[config.mk]
export PLATFORM = sky130hd
export DESIGN_NAME = vector_mem_sequencer
export DESIGN_NICKNAME = d
export VERILOG_FILES = /design/src/rtl/vector_mem_sequencer.sv
export SDC_FILE = /design/constraint.sdc
export NUM_CORES = 1
export LEC_CHECK = 0
export CAP_MARGIN = 20
export CORE_ASPECT_RATIO = 0.9
export CORE_MARGIN = 2
export CORE_UTILIZATION = 45
export DETAILED_ROUTE_END_ITERATION = 6
export HOLD_SLACK_MARGIN = 0.05
export MAX_ROUTING_LAYER = met4
export PLACE_DENSITY = 0.76
export SLEW_MARGIN = 25
export SYNTH_ARGS = -nofsm -noshare
export SYNTH_HDL_FRONTEND = slang
export SYNTH_SLANG_ARGS = --single-unit
[constraint.sdc]
create_clock -name clk -period 3.67 [get_ports clk]
set_clock_uncertainty 0.15 [all_clocks]
set_input_delay 0.734 -clock clk [delete_from_list [all_inputs] [get_ports clk]]
set_output_delay 0.734 -clock clk [all_outputs]
set_load 0.01 [all_outputs]
[src/rtl/vector_mem_sequencer.sv]
// Vector load/store sequencer: splits one vector op into LANES element memory
// transactions. Define VSEQ_STRIDE_EN to add a runtime signed byte-stride port.
module vector_mem_sequencer #(
    parameter int LANES  = 4,
    parameter int DATA_W = 32,
    parameter int ADDR_W = 32
) (
    input  logic                    clk,
    input  logic                    rst,
    input  logic                    issue_valid,
    input  logic                    load_vector,
    input  logic                    store_vector,
    input  logic [ADDR_W-1:0]       base_addr,
`ifdef VSEQ_STRIDE_EN
    input  logic [ADDR_W-1:0]       stride,
`endif
    input  logic [LANES*DATA_W-1:0] vstore_data,
    output logic                    stall,
    output logic                    busy,
    output logic                    mem_req,
    output logic                    mem_we,
    output logic [ADDR_W-1:0]       mem_addr,
    output logic [DATA_W-1:0]       mem_wdata,
    input  logic                    mem_ack,
    input  logic [DATA_W-1:0]       mem_rdata,
    output logic                    vreg_we,
    output logic [LANES*DATA_W-1:0] vreg_wdata,
    output logic                    done,
    output logic                    op_err
);

    localparam int IDX_W = $clog2(LANES);

    typedef enum logic [1:0] {
        S_IDLE,
        S_REQ,
        S_WB
    } state_t;

    state_t                  state_q, state_d;
    logic [IDX_W-1:0]        idx_q, idx_d;
    logic                    is_store_q, is_store_d;
    logic [ADDR_W-1:0]       addr_q, addr_d;
    logic [LANES*DATA_W-1:0] wvec_q, wvec_d;
    logic [LANES*DATA_W-1:0] buf_q, buf_d;
    logic [ADDR_W-1:0]       step;

`ifdef VSEQ_STRIDE_EN
    logic [ADDR_W-1:0]       stride_q, stride_d;

    always_ff @(posedge clk) begin
        if (rst) begin
            stride_q <= '0;
        end else begin
            stride_q <= stride_d;
        end
    end

    always_comb begin
        stride_d = stride_q;
        if (state_q == S_IDLE && !rst && issue_valid && (load_vector ^ store_vector)) begin
            stride_d = stride;
        end
    end

    assign step = stride_q;
`else
    assign step = ADDR_W'(4);
`endif

    always_ff @(posedge clk) begin
        if (rst) begin
            state_q    <= S_IDLE;
            idx_q      <= '0;
            is_store_q <= 1'b0;
            addr_q     <= '0;
            wvec_q     <= '0;
            buf_q      <= '0;
        end else begin
            state_q    <= state_d;
            idx_q      <= idx_d;
            is_store_q <= is_store_d;
            addr_q     <= addr_d;
            wvec_q     <= wvec_d;
            buf_q      <= buf_d;
        end
    end

    // Address advances by accumulation and store data by shifting, so the
    // current element is always at addr_q / wvec_q[DATA_W-1:0].
    always_comb begin
        state_d    = state_q;
        idx_d      = idx_q;
        is_store_d = is_store_q;
        addr_d     = addr_q;
        wvec_d     = wvec_q;
        buf_d      = buf_q;
        stall      = 1'b0;
        busy       = 1'b0;
        mem_req    = 1'b0;
        mem_we     = 1'b0;
        mem_addr   = '0;
        mem_wdata  = '0;
        vreg_we    = 1'b0;
        vreg_wdata = '0;
        done       = 1'b0;
        op_err     = 1'b0;

        case (state_q)
            S_IDLE: begin
                if (!rst && issue_valid) begin
                    if (load_vector && store_vector) begin
                        op_err = 1'b1;
                    end else if (load_vector || store_vector) begin
                        stall      = 1'b1;
                        state_d    = S_REQ;
                        is_store_d = store_vector;
                        addr_d     = base_addr;
                        wvec_d     = vstore_data;
                        buf_d      = '0;
                        idx_d      = '0;
                    end
                end
            end

            S_REQ: begin
                busy      = 1'b1;
                stall     = 1'b1;
                mem_req   = 1'b1;
                mem_we    = is_store_q;
                mem_addr  = addr_q;
                mem_wdata = wvec_q[DATA_W-1:0];
                if (mem_ack) begin
                    if (!is_store_q) begin
                        buf_d[idx_q*DATA_W +: DATA_W] = mem_rdata;
                    end
                    wvec_d = wvec_q >> DATA_W;
                    addr_d = addr_q + step;
                    if (idx_q == IDX_W'(LANES - 1)) begin
                        state_d = S_WB;
                    end else begin
                        idx_d = idx_q + IDX_W'(1);
                    end
                end
            end

            S_WB: begin
                busy    = 1'b1;
                done    = 1'b1;
                vreg_we = !is_store_q;
                if (!is_store_q) begin
                    vreg_wdata = buf_q;
                end
                state_d = S_IDLE;
            end

            default: begin
                state_d = S_IDLE;
            end
        endcase
    end

endmodule

==> summary.txt, run 1 <==
========================================================================================
EDFF count, synth .........................................................            0
Ratio of total power to cell area .........................................  655 nW/um^2
Depth of the worst register-to-register path ..............................            7
Detailed Routing Iterations Pass 1 ........................................            7
Arrival time reported for the critical path endpoint ......................      2610 ps
Class of the tightest hold or removal check ............................... flip-flop to flip-flop
Worst ir drop on vdd ......................................................       419 uV
Commonest non-fill, non-tap cells in the layout ........................... 395 x clkdlybuf4s50_1, 293 x dfxtp_1, 201 x and2_1
Number of H-tree branching levels .........................................            1
Remaining global-route overflow ...........................................            0
Area of the core ..........................................................   29900 um^2
Tcrit/Tclk final ..........................................................        95.1%
Leading cell type in the layout, fill and taps excluded ................... clkdlybuf4s50_1
RSZ-0062 raised after global routing ......................................           no
Count of pins on the block boundary .......................................          397
Syn avg cell area .........................................................    8.25 um^2
Max-Slew Margin vs Limit ..................................................        36.2%
Antenna-violating nets left ...............................................            0
Measured slew at the worst slew-check pin .................................       957 ps
CTS tree ..................................................................         done
Routed WL per cell ........................................................      19.5 um
Sequential cell area fraction in the yosys report .........................        43.0%
Effective utilization at floorplan ........................................        45.6%
Leading post-synthesis cells by cell area ................................. dfxtp_1 43%, and2_1 9.2%, mux2i_1 7.5%
Die area ..................................................................   31700 um^2
Source of the worst hold timing path ......................................   buf_q[114]
Max-slew violations .......................................................            0
Total negative setup slack ................................................         0 ps
Placer's final routability congestion estimate ............................        0.907
Via density per instance ..................................................         5.65
Total half-perimeter wirelength after legalization and detailed placement .     31900 um
Final critical-path required period .......................................      3490 ps
Clock buffer count from CTS ...............................................           31
Commonest register cell after synthesis ...................................      dfxtp_1
Area occupied by multi-input gates ........................................    7120 um^2
Clock tree sinks ..........................................................          293
Max-capacitance violation count ...........................................            0
Clk slew on worst S/H paths ...............................................        60 ps
Area occupied by registers ................................................    5870 um^2
Syn Nets ..................................................................         1864
Area growth from synthesis to final layout ................................        39.4%
Via count of the first global-routing pass ................................        12862
Reg-to-reg critical path startpoint .......................................   state_q[1]
I/O Buffers ...............................................................          396
Master cell of the clock root buffer ......................................    clkbuf_16
Detailed Route Iter0 Violations ...........................................         1342
Final instance area .......................................................   19000 um^2
Warnings, synthesis .......................................................            0
Required arrival time at the worst endpoint ...............................      2790 ps
Clock insertion delay at the later pin of the skew report .................       550 ps
Static Leak ...............................................................      6.49 nW
Gate count of the mapped netlist ..........................................         1653
Overall fraction of global-route tracks in use ............................        29.1%
Worst setup SP type .......................................................    flip-flop
Number of nets in the layout ..............................................         2170
Y dimension of the die ....................................................       169 um
Post-Place Cell Area ......................................................   17900 um^2
Setup violators final .....................................................            0
Reg-to-reg critical path endpoint .........................................   addr_q[30]
Routed vias ...............................................................        13511
Routed WL .................................................................     46700 um
Critical setup path kind .................................................. flip-flop to primary output
Combined area of all synthesized cells ....................................   13600 um^2
Layout filler cell count ..................................................         2612
Count of endpoints failing hold in the final timing report ................            0
Async set-reset flop share out of synthesis ...............................           0%
Total instance count after detailed placement .............................         2328
CP max FO .................................................................          129
Max Buffers Root-to-Sink ..................................................            3
Number of flip-flops and latches in the synthesized netlist ...............          293
Floorplan die width .......................................................       187 um
Filler-free cell count of the finished design .............................         2391
Area leader, netlist ......................................................      dfxtp_1
Fraction of layout cells with a size suffix above 1 .......................        4.94%
Endpoint, Worst Hold ......................................................   buf_q[114]
R2r setup slk .............................................................       640 ps
Number of antenna violations at the first check in global routing .........            4
Category of the worst setup path capture point ............................ primary output
Share of Yosys cell area claimed by the top area cell type ................        43.0%
Number of rows created at floorplan .......................................           60
Status .................................................................... finished clean
Number of library cell types mapped by synthesis ..........................           56
Max Clk Rate ..............................................................      287 MHz
Total DRC errors in the routed layout .....................................            0
Wire length of the first global-routing pass ..............................     72200 um
Min-Delay Path Depth ......................................................            2
Pin count of the biggest net entering global routing ......................          236
========================================================================================
synth_stat cells, drive strengths merged (11+ instances only):
master  number
mux2i      102
a211oi     101
dfxtp      293
buf         43
a22oi       33
a311oi      15
and2       201
o22ai       11
clkbuf     111
nand3      142
a21oi      154
nor2       145
ha          13
inv         20
o21ai       19
nand2      162
timing repair:
action | CTS | global route
hold endpoints to repair | 0 | 0
resized for setup | 0 | 1
endpoints found under the setup margin | 0 | 1
hold buffers | 0 | 0
buffers inserted | 0 | 0
power by group:
group	switching [mW]	total, mW	internal (mW)
Sequential	0.488	4.32	3.83
Clock	1.31	3.22	1.91
Combinational	3.06	4.92	1.86
Total	4.85	12.5	7.60
critical path, cell delays in order, from the launching register on:
cell,delay [ps]
dfxtp_1,340
inv_1,110
ha_1,190
nor2b_4,170
buf_12,370
and2_1,260
clkdlybuf4s50_1,560
how the worst max path moves through the flow:
stage	cells past startpoint	end	from	slack, ps
2_1_floorplan	7	addr_q[22]	load_vector	990
3_3_place_gp	7	wvec_q[122]	store_vector	300
3_5_place_dp	9	wvec_q[14]	store_vector	220
4_1_cts	5	mem_addr[4]	state_q[1]	70
5_1_grt	6	vreg_wdata[93]	state_q[0]	50
6_report	6	vreg_wdata[93]	state_q[0]	180
stage by stage:
| step | util [%] | hold WS, ps | power [mW] | worst slack (ps) |
|---|---|---|---|---|
| 2_1_floorplan | - | 277 | 7.50 | 994 |
| 3_3_place_gp | 59.9 | 283 | 9.09 | 299 |
| 3_5_place_dp | 59.9 | 289 | 9.22 | 218 |
| 4_1_cts | 63.5 | 297 | 12.4 | 66.0 |
| 5_1_grt | 63.6 | 309 | 13.1 | 50.9 |
| 6_report | 63.6 | 296 | 12.5 | 181 |
area by class of cell:
type	instances	share of cell area, %
inverters	20	0.395
multi-input cells	1186	37.5
clock buffers	45	4.73
well taps	403	2.65
clock inverters	13	0.810
diodes	4	0.0527
repair buffers	427	23.0
flip-flops and latches	293	30.9
cell families after synthesis:
kind of cell / synth area share (%)
flops: 43.0
simple gates: 25.6
mux: 7.49
fa+ha+maj: 1.19
buf+inv: 5.21
compound gates: 17.5
state kept, by name, summed over array words and instances (netlist names):
name / count
buf_q: 128
idx_q: 2
wvec_q: 128
addr_q: 32
state_q: 2
is_store_q: 1
per-layer routing:
metal	share of wire [%]	vias up	global-route usage (%)
met5	0	-	-
met4	3.7	0	10.3
met3	7.8	98	4.05
met2	45	630	45.3
met1	43	6374	38.9
li1	-	6409	-
Note: power is estimated with default switching activity, not from simulation.
==> inputs of run 2 (changes only) <==
- RECOVER_POWER: unset -> 100
==> run 2 against run 1 <==
  * Combinational power fell by 4.7%
  * Clock power hardly changed
  * Sequential power hardly changed
  * Highest routed layer unchanged
  * Non-clock buffer count unchanged
  * Cell count did not move
  * Via count grew 0.13%
  * Worst setup slack worse by 36 ps
  * Largest power group unchanged
  * Sequential share of layout area is 0.20 points higher
  * Register-to-register slack worse by 270 ps
  * First-iteration DRC count is 15% lower
  * Core utilization down 0.41 points
==> summary.txt, run 2 (synthesized netlist as in run 1, its figures left out) <==
========================================================================================
Via count of the first global-routing pass ................................        12862
Number of H-tree branching levels .........................................            1
Number of rows created at floorplan .......................................           60
Placer's final routability congestion estimate ............................        0.907
Fraction of layout cells with a size suffix above 1 .......................        4.64%
Worst ir drop on vdd ......................................................       388 uV
I/O Buffers ...............................................................          396
Area of the core ..........................................................   29900 um^2
Y dimension of the die ....................................................       169 um
Commonest non-fill, non-tap cells in the layout ........................... 311 x clkdlybuf4s50_1, 293 x dfxtp_1, 162 x nand2_1
Clock insertion delay at the later pin of the skew report .................       550 ps
CP max FO .................................................................          129
Count of pins on the block boundary .......................................          397
Die area ..................................................................   31700 um^2
Category of the worst setup path capture point ............................ primary output
Leading cell type in the layout, fill and taps excluded ................... clkdlybuf4s50_1
RSZ-0062 raised after global routing ......................................           no
Master cell of the clock root buffer ......................................    clkbuf_16
Layout filler cell count ..................................................         2628
Critical path startpoint ..................................................   state_q[0]
Overall fraction of global-route tracks in use ............................        29.1%
Critical path's slowest cell .............................................. clkdlybuf4s50_1
Clock buffer count from CTS ...............................................           31
Largest regs .............................................................. buf_q x128, wvec_q x128, addr_q x32
Area growth from synthesis to final layout ................................        38.4%
Post-CTS setup-driven buffer insertion count ..............................            0
Ratio of total power to cell area .........................................  647 nW/um^2
Max-capacitance violation count ...........................................            0
Total DRC errors in the routed layout .....................................            0
Pin count of the biggest net entering global routing ......................          236
Tcrit/Tclk final ..........................................................        96.0%
Reg-to-reg critical path startpoint .......................................   state_q[1]
Final critical-path required period .......................................      3520 ps
Critical setup path kind .................................................. flip-flop to primary output
Max-slew violations .......................................................            0
Max Buffers Root-to-Sink ..................................................            3
Measured slew at the worst slew-check pin .................................      1040 ps
Remaining global-route overflow ...........................................            0
Number of antenna violations at the first check in global routing .........            4
Number of nets in the layout ..............................................         2170
Effective utilization at floorplan ........................................        45.6%
Max-Slew Margin vs Limit ..................................................        30.9%
Total negative setup slack ................................................         0 ps
Routed vias ...............................................................        13528
Detailed Routing Iterations Pass 1 ........................................            5
Wire length of the first global-routing pass ..............................     72200 um
Worst setup SP type .......................................................    flip-flop
CTS tree ..................................................................         done
Arrival time reported for the critical path endpoint ......................      2640 ps
Crit-path cells ........................................................... inv_1, ha_1, nor2b_4, buf_12, and2_0, clkdlybuf4s50_1
Clock tree sinks ..........................................................          293
Count of endpoints failing hold in the final timing report ................            0
Source of the worst hold timing path ......................................   buf_q[114]
Class of the tightest hold or removal check ............................... flip-flop to flip-flop
Status .................................................................... finished clean
Final worst slack .........................................................       145 ps
Routed WL .................................................................     46600 um
Worst setup slack after placement .........................................       218 ps
Total half-perimeter wirelength after legalization and detailed placement .     31900 um
Largest incremental delay on the critical path ............................       580 ps
Antenna-violating nets left ...............................................            0
Max Clk Rate ..............................................................      284 MHz
Floorplan die width .......................................................       187 um
Clk slew on worst S/H paths ...............................................        60 ps
Routed WL per cell ........................................................      19.5 um
Static Leak ...............................................................      6.63 nW
Required arrival time at the worst endpoint ...............................      2790 ps
Setup violators final .....................................................            0
Via density per instance ..................................................         5.66
Detailed Route Iter0 Violations ...........................................         1140
========================================================================================
==> run 2: worst paths after layout <==
path / end / slack [ps] / depth (start not counted)
worst max-delay path: vreg_wdata[122] / 150 / 6
worst min-delay path: buf_q[114] / 300 / 2
worst max register to register: addr_q[30] / 370 / 7
worst min register to register: buf_q[114] / 300 / 2
==> run 2: critical path, delay by kind of cell (launching register included) <==
kind	cells	cell delay, ps
flops	1	340
fa+ha+maj	1	200
simple gates	2	420
buf+inv	3	1060
==> run 2: area by class of cell <==
cell class	instances	area, um^2	share of cell area (%)
Antenna cell	4	10.0	0.0530
Clock buffer	45	898	4.76
Clock inverter	13	154	0.815
Inverter	20	75.1	0.398
Multi-Input combinational cell	1186	7090	37.6
Sequential cell	293	5870	31.1
Tap cell	403	504	2.67
Timing Repair Buffer	427	4280	22.7
==> run 2: per-layer routing <==
layer / part of all wire, % / global-route usage (%) / vias to the layer above
met1: 44 / 38.9 / 6423
met5: 0 / - / -
met2: 45 / 45.3 / 589
met3: 6.9 / 4.05 / 105
met4: 3.9 / 10.3 / 0
li1: - / - / 6411
==> run 2: repair_timing <==
item                       4_1_cts  5_1_grt
hold buffers                     0        0
gates resized for setup          0        1
setup endpoints to repair        0        1
==> run 2: power by group <==
group          total, mW  switching, mW  internal [mW]
Sequential          4.32          0.487           3.83
Combinational       4.69           3.01           1.68
Clock               3.21           1.31           1.91
Total               12.2           4.80           7.42
==> run 2: per-stage QoR <==
stage                     utilization, %  cells  hold slack [ps]  power (mW)  cell area (um^2)
after floorplan                        -   1653              277        7.50             13600
after global placement              59.9   2328              283        9.09             17900
after detailed placement            59.9   2328              289        9.22             17900
after CTS                           63.5   2386              297        12.4             19000
after global routing                63.2   2391              309        12.9             18900
final                               63.2   2391              296        12.2             18900
==> inputs of run 3 (changes only) <==
- PLACE_DENSITY: 0.76 -> 0.82
- SKIP_CTS_REPAIR_TIMING: unset -> 1
==> run 3 against run 2 <==
  * Routed wire length is 0.99% lower
  * Highest routed layer unchanged
  * Register-to-register slack got worse by 60 ps
  * Sequential share of layout area grew 0.21 points
  * Worst hold slack lost 2.3 ps
  * First-iteration DRC count rose by 13%
  * Sequential power is essentially flat
  * Worst setup slack got worse by 6.5 ps
  * Clock-buffer cell count up 1
  * Via count about the same
  * Critical path depth unchanged
  * Core utilization is 0.41 points lower
  * Global-route usage fell by 0.42 points
==> summary.txt, run 3 (synthesized netlist as in run 1, its figures left out) <==
========================================================================================
Routed WL .................................................................     46100 um
Required arrival time at the worst endpoint ...............................      2790 ps
Detailed Routing Iterations Pass 1 ........................................            5
Routed WL per cell ........................................................      19.3 um
R2r setup slk .............................................................       310 ps
Floorplan die width .......................................................       187 um
Total DRC errors in the routed layout .....................................            0
Layer with the highest usage ..............................................         met2
Cell family contributing the most delay on the critical path .............. buffers and inverters
Worst setup SP type .......................................................    flip-flop
Effective utilization at floorplan ........................................        45.6%
Number of H-tree branching levels .........................................            1
Remaining global-route overflow ...........................................            0
Number of buffer and inverter stages on the critical path .................            3
Leading cell type in the layout, fill and taps excluded ................... clkdlybuf4s50_1
Arrival time reported for the critical path endpoint ......................      2650 ps
RSZ-0062 raised after global routing ......................................           no
Pin count of the biggest net entering global routing ......................          215
Worst setup slack after placement .........................................      93.8 ps
Number of nets in the layout ..............................................         2165
Crit-path cells ........................................................... inv_1, ha_1, nor2b_4, buf_12, and2_1, dlygate4sd3_1
Max-Slew Margin vs Limit ..................................................        26.8%
CTS tree ..................................................................         done
Die area ..................................................................   31700 um^2
Area growth from synthesis to final layout ................................        37.5%
Measured slew at the worst slew-check pin .................................      1100 ps
Largest incremental delay on the critical path ............................       650 ps
Max-slew violations .......................................................            0
Category of the worst setup path capture point ............................ primary output
Y dimension of the die ....................................................       169 um
Routed vias ...............................................................        13515
Critical setup path kind .................................................. flip-flop to primary output
Layout filler cell count ..................................................         2498
Final critical-path required period .......................................      3530 ps
Number of rows created at floorplan .......................................           60
Utilization of the core after routing .....................................        62.8%
Detailed Route Iter0 Violations ...........................................         1283
Status .................................................................... finished clean
Max Clk Rate ..............................................................      283 MHz
CP max FO .................................................................          129
Global Route met2 Usage ...................................................        44.1%
Final worst slack .........................................................       139 ps
Ratio of total power to cell area .........................................  640 nW/um^2
Commonest non-fill, non-tap cells in the layout ........................... 296 x clkdlybuf4s50_1, 293 x dfxtp_1, 162 x nand2_1
Met1 routing resource usage after global routing ..........................        36.6%
I/O Buffers ...............................................................          396
Tcrit/Tclk final ..........................................................        96.2%
Pwr Total .................................................................      12.0 mW
Count of endpoints failing hold in the final timing report ................            0
Total half-perimeter wirelength after legalization and detailed placement .     31600 um
Overall fraction of global-route tracks in use ............................        28.7%
Area of the core ..........................................................   29900 um^2
Count of pins on the block boundary .......................................          397
Worst ir drop on vdd ......................................................       677 uV
Class of the tightest hold or removal check ............................... input port to flip-flop
Antenna-violating nets left ...............................................            0
Critical path's slowest cell .............................................. dlygate4sd3_1
Max-capacitance violation count ...........................................            0
Master cell of the clock root buffer ......................................    clkbuf_16
Placer's final routability congestion estimate ............................        0.897
Clock insertion delay at the later pin of the skew report .................       550 ps
Setup violators final .....................................................            0
Total negative setup slack ................................................         0 ps
Number of antenna violations at the first check in global routing .........            8
Static Leak ...............................................................      6.62 nW
Largest regs .............................................................. buf_q x128, wvec_q x128, addr_q x32
Met3 global-route usage ...................................................        6.10%
Max Buffers Root-to-Sink ..................................................            3
Via count of the first global-routing pass ................................        12852
Wire length of the first global-routing pass ..............................     71200 um
Clock buffer count from CTS ...............................................           30
Via density per instance ..................................................         5.67
Clock tree sinks ..........................................................          293
Fraction of layout cells with a size suffix above 1 .......................        4.15%
Clk slew on worst S/H paths ...............................................        60 ps
========================================================================================
==> run 3: changes by cell type in the layout (fill, tap and decap cells not counted), moves of 3 or more <==
cell / delta
and2_1: +16
bufinv_16: -3
and2_0: -16
clkdlybuf4s50_1: -15
clkbuf_2: -4
diode_2: +4
dlygate4sd3_1: +15
==> run 3: final timing paths <==
path / from / end / cells past startpoint
max: state_q[0] / vreg_wdata[105] / 6
min: rst / is_store_q / 2
max reg2reg: state_q[1] / buf_q[26] / 9
min reg2reg: buf_q[125] / buf_q[125] / 2
==> run 3: final cells by class <==
cell class,instances,area [um^2],share of cell area (%)
diodes,8,20.0,0.107
inverters,20,75.1,0.400
repair buffers,423,4260,22.7
flip-flops and latches,293,5870,31.3
well taps,403,504,2.69
multi-input cells,1186,7080,37.8
clock inverters,6,35.0,0.187
clock buffers,46,912,4.86
==> run 3: stage by stage <==
step,std cells,area [um^2],hold WS (ps)
detailed placement,2325,17900,290
finish,2385,18800,294
global route,2385,18800,273
floorplan,1653,13600,277
global placement,2325,17900,283
CTS,2377,18800,265
==> run 3: routing by layer <==
layer | share of wire, % | vias up
li1 | - | 6399
met1 | 41 | 6367
met2 | 46 | 636
met3 | 8.8 | 113
met4 | 4.3 | 0
met5 | 0 | -
==> run 3: where the power goes <==
| group | total, mW | internal (mW) | switching (mW) |
|---|---|---|---|
| sequential | 4.33 | 3.83 | 0.504 |
| clock | 2.97 | 1.69 | 1.27 |
| combinational | 4.70 | 1.69 | 3.01 |
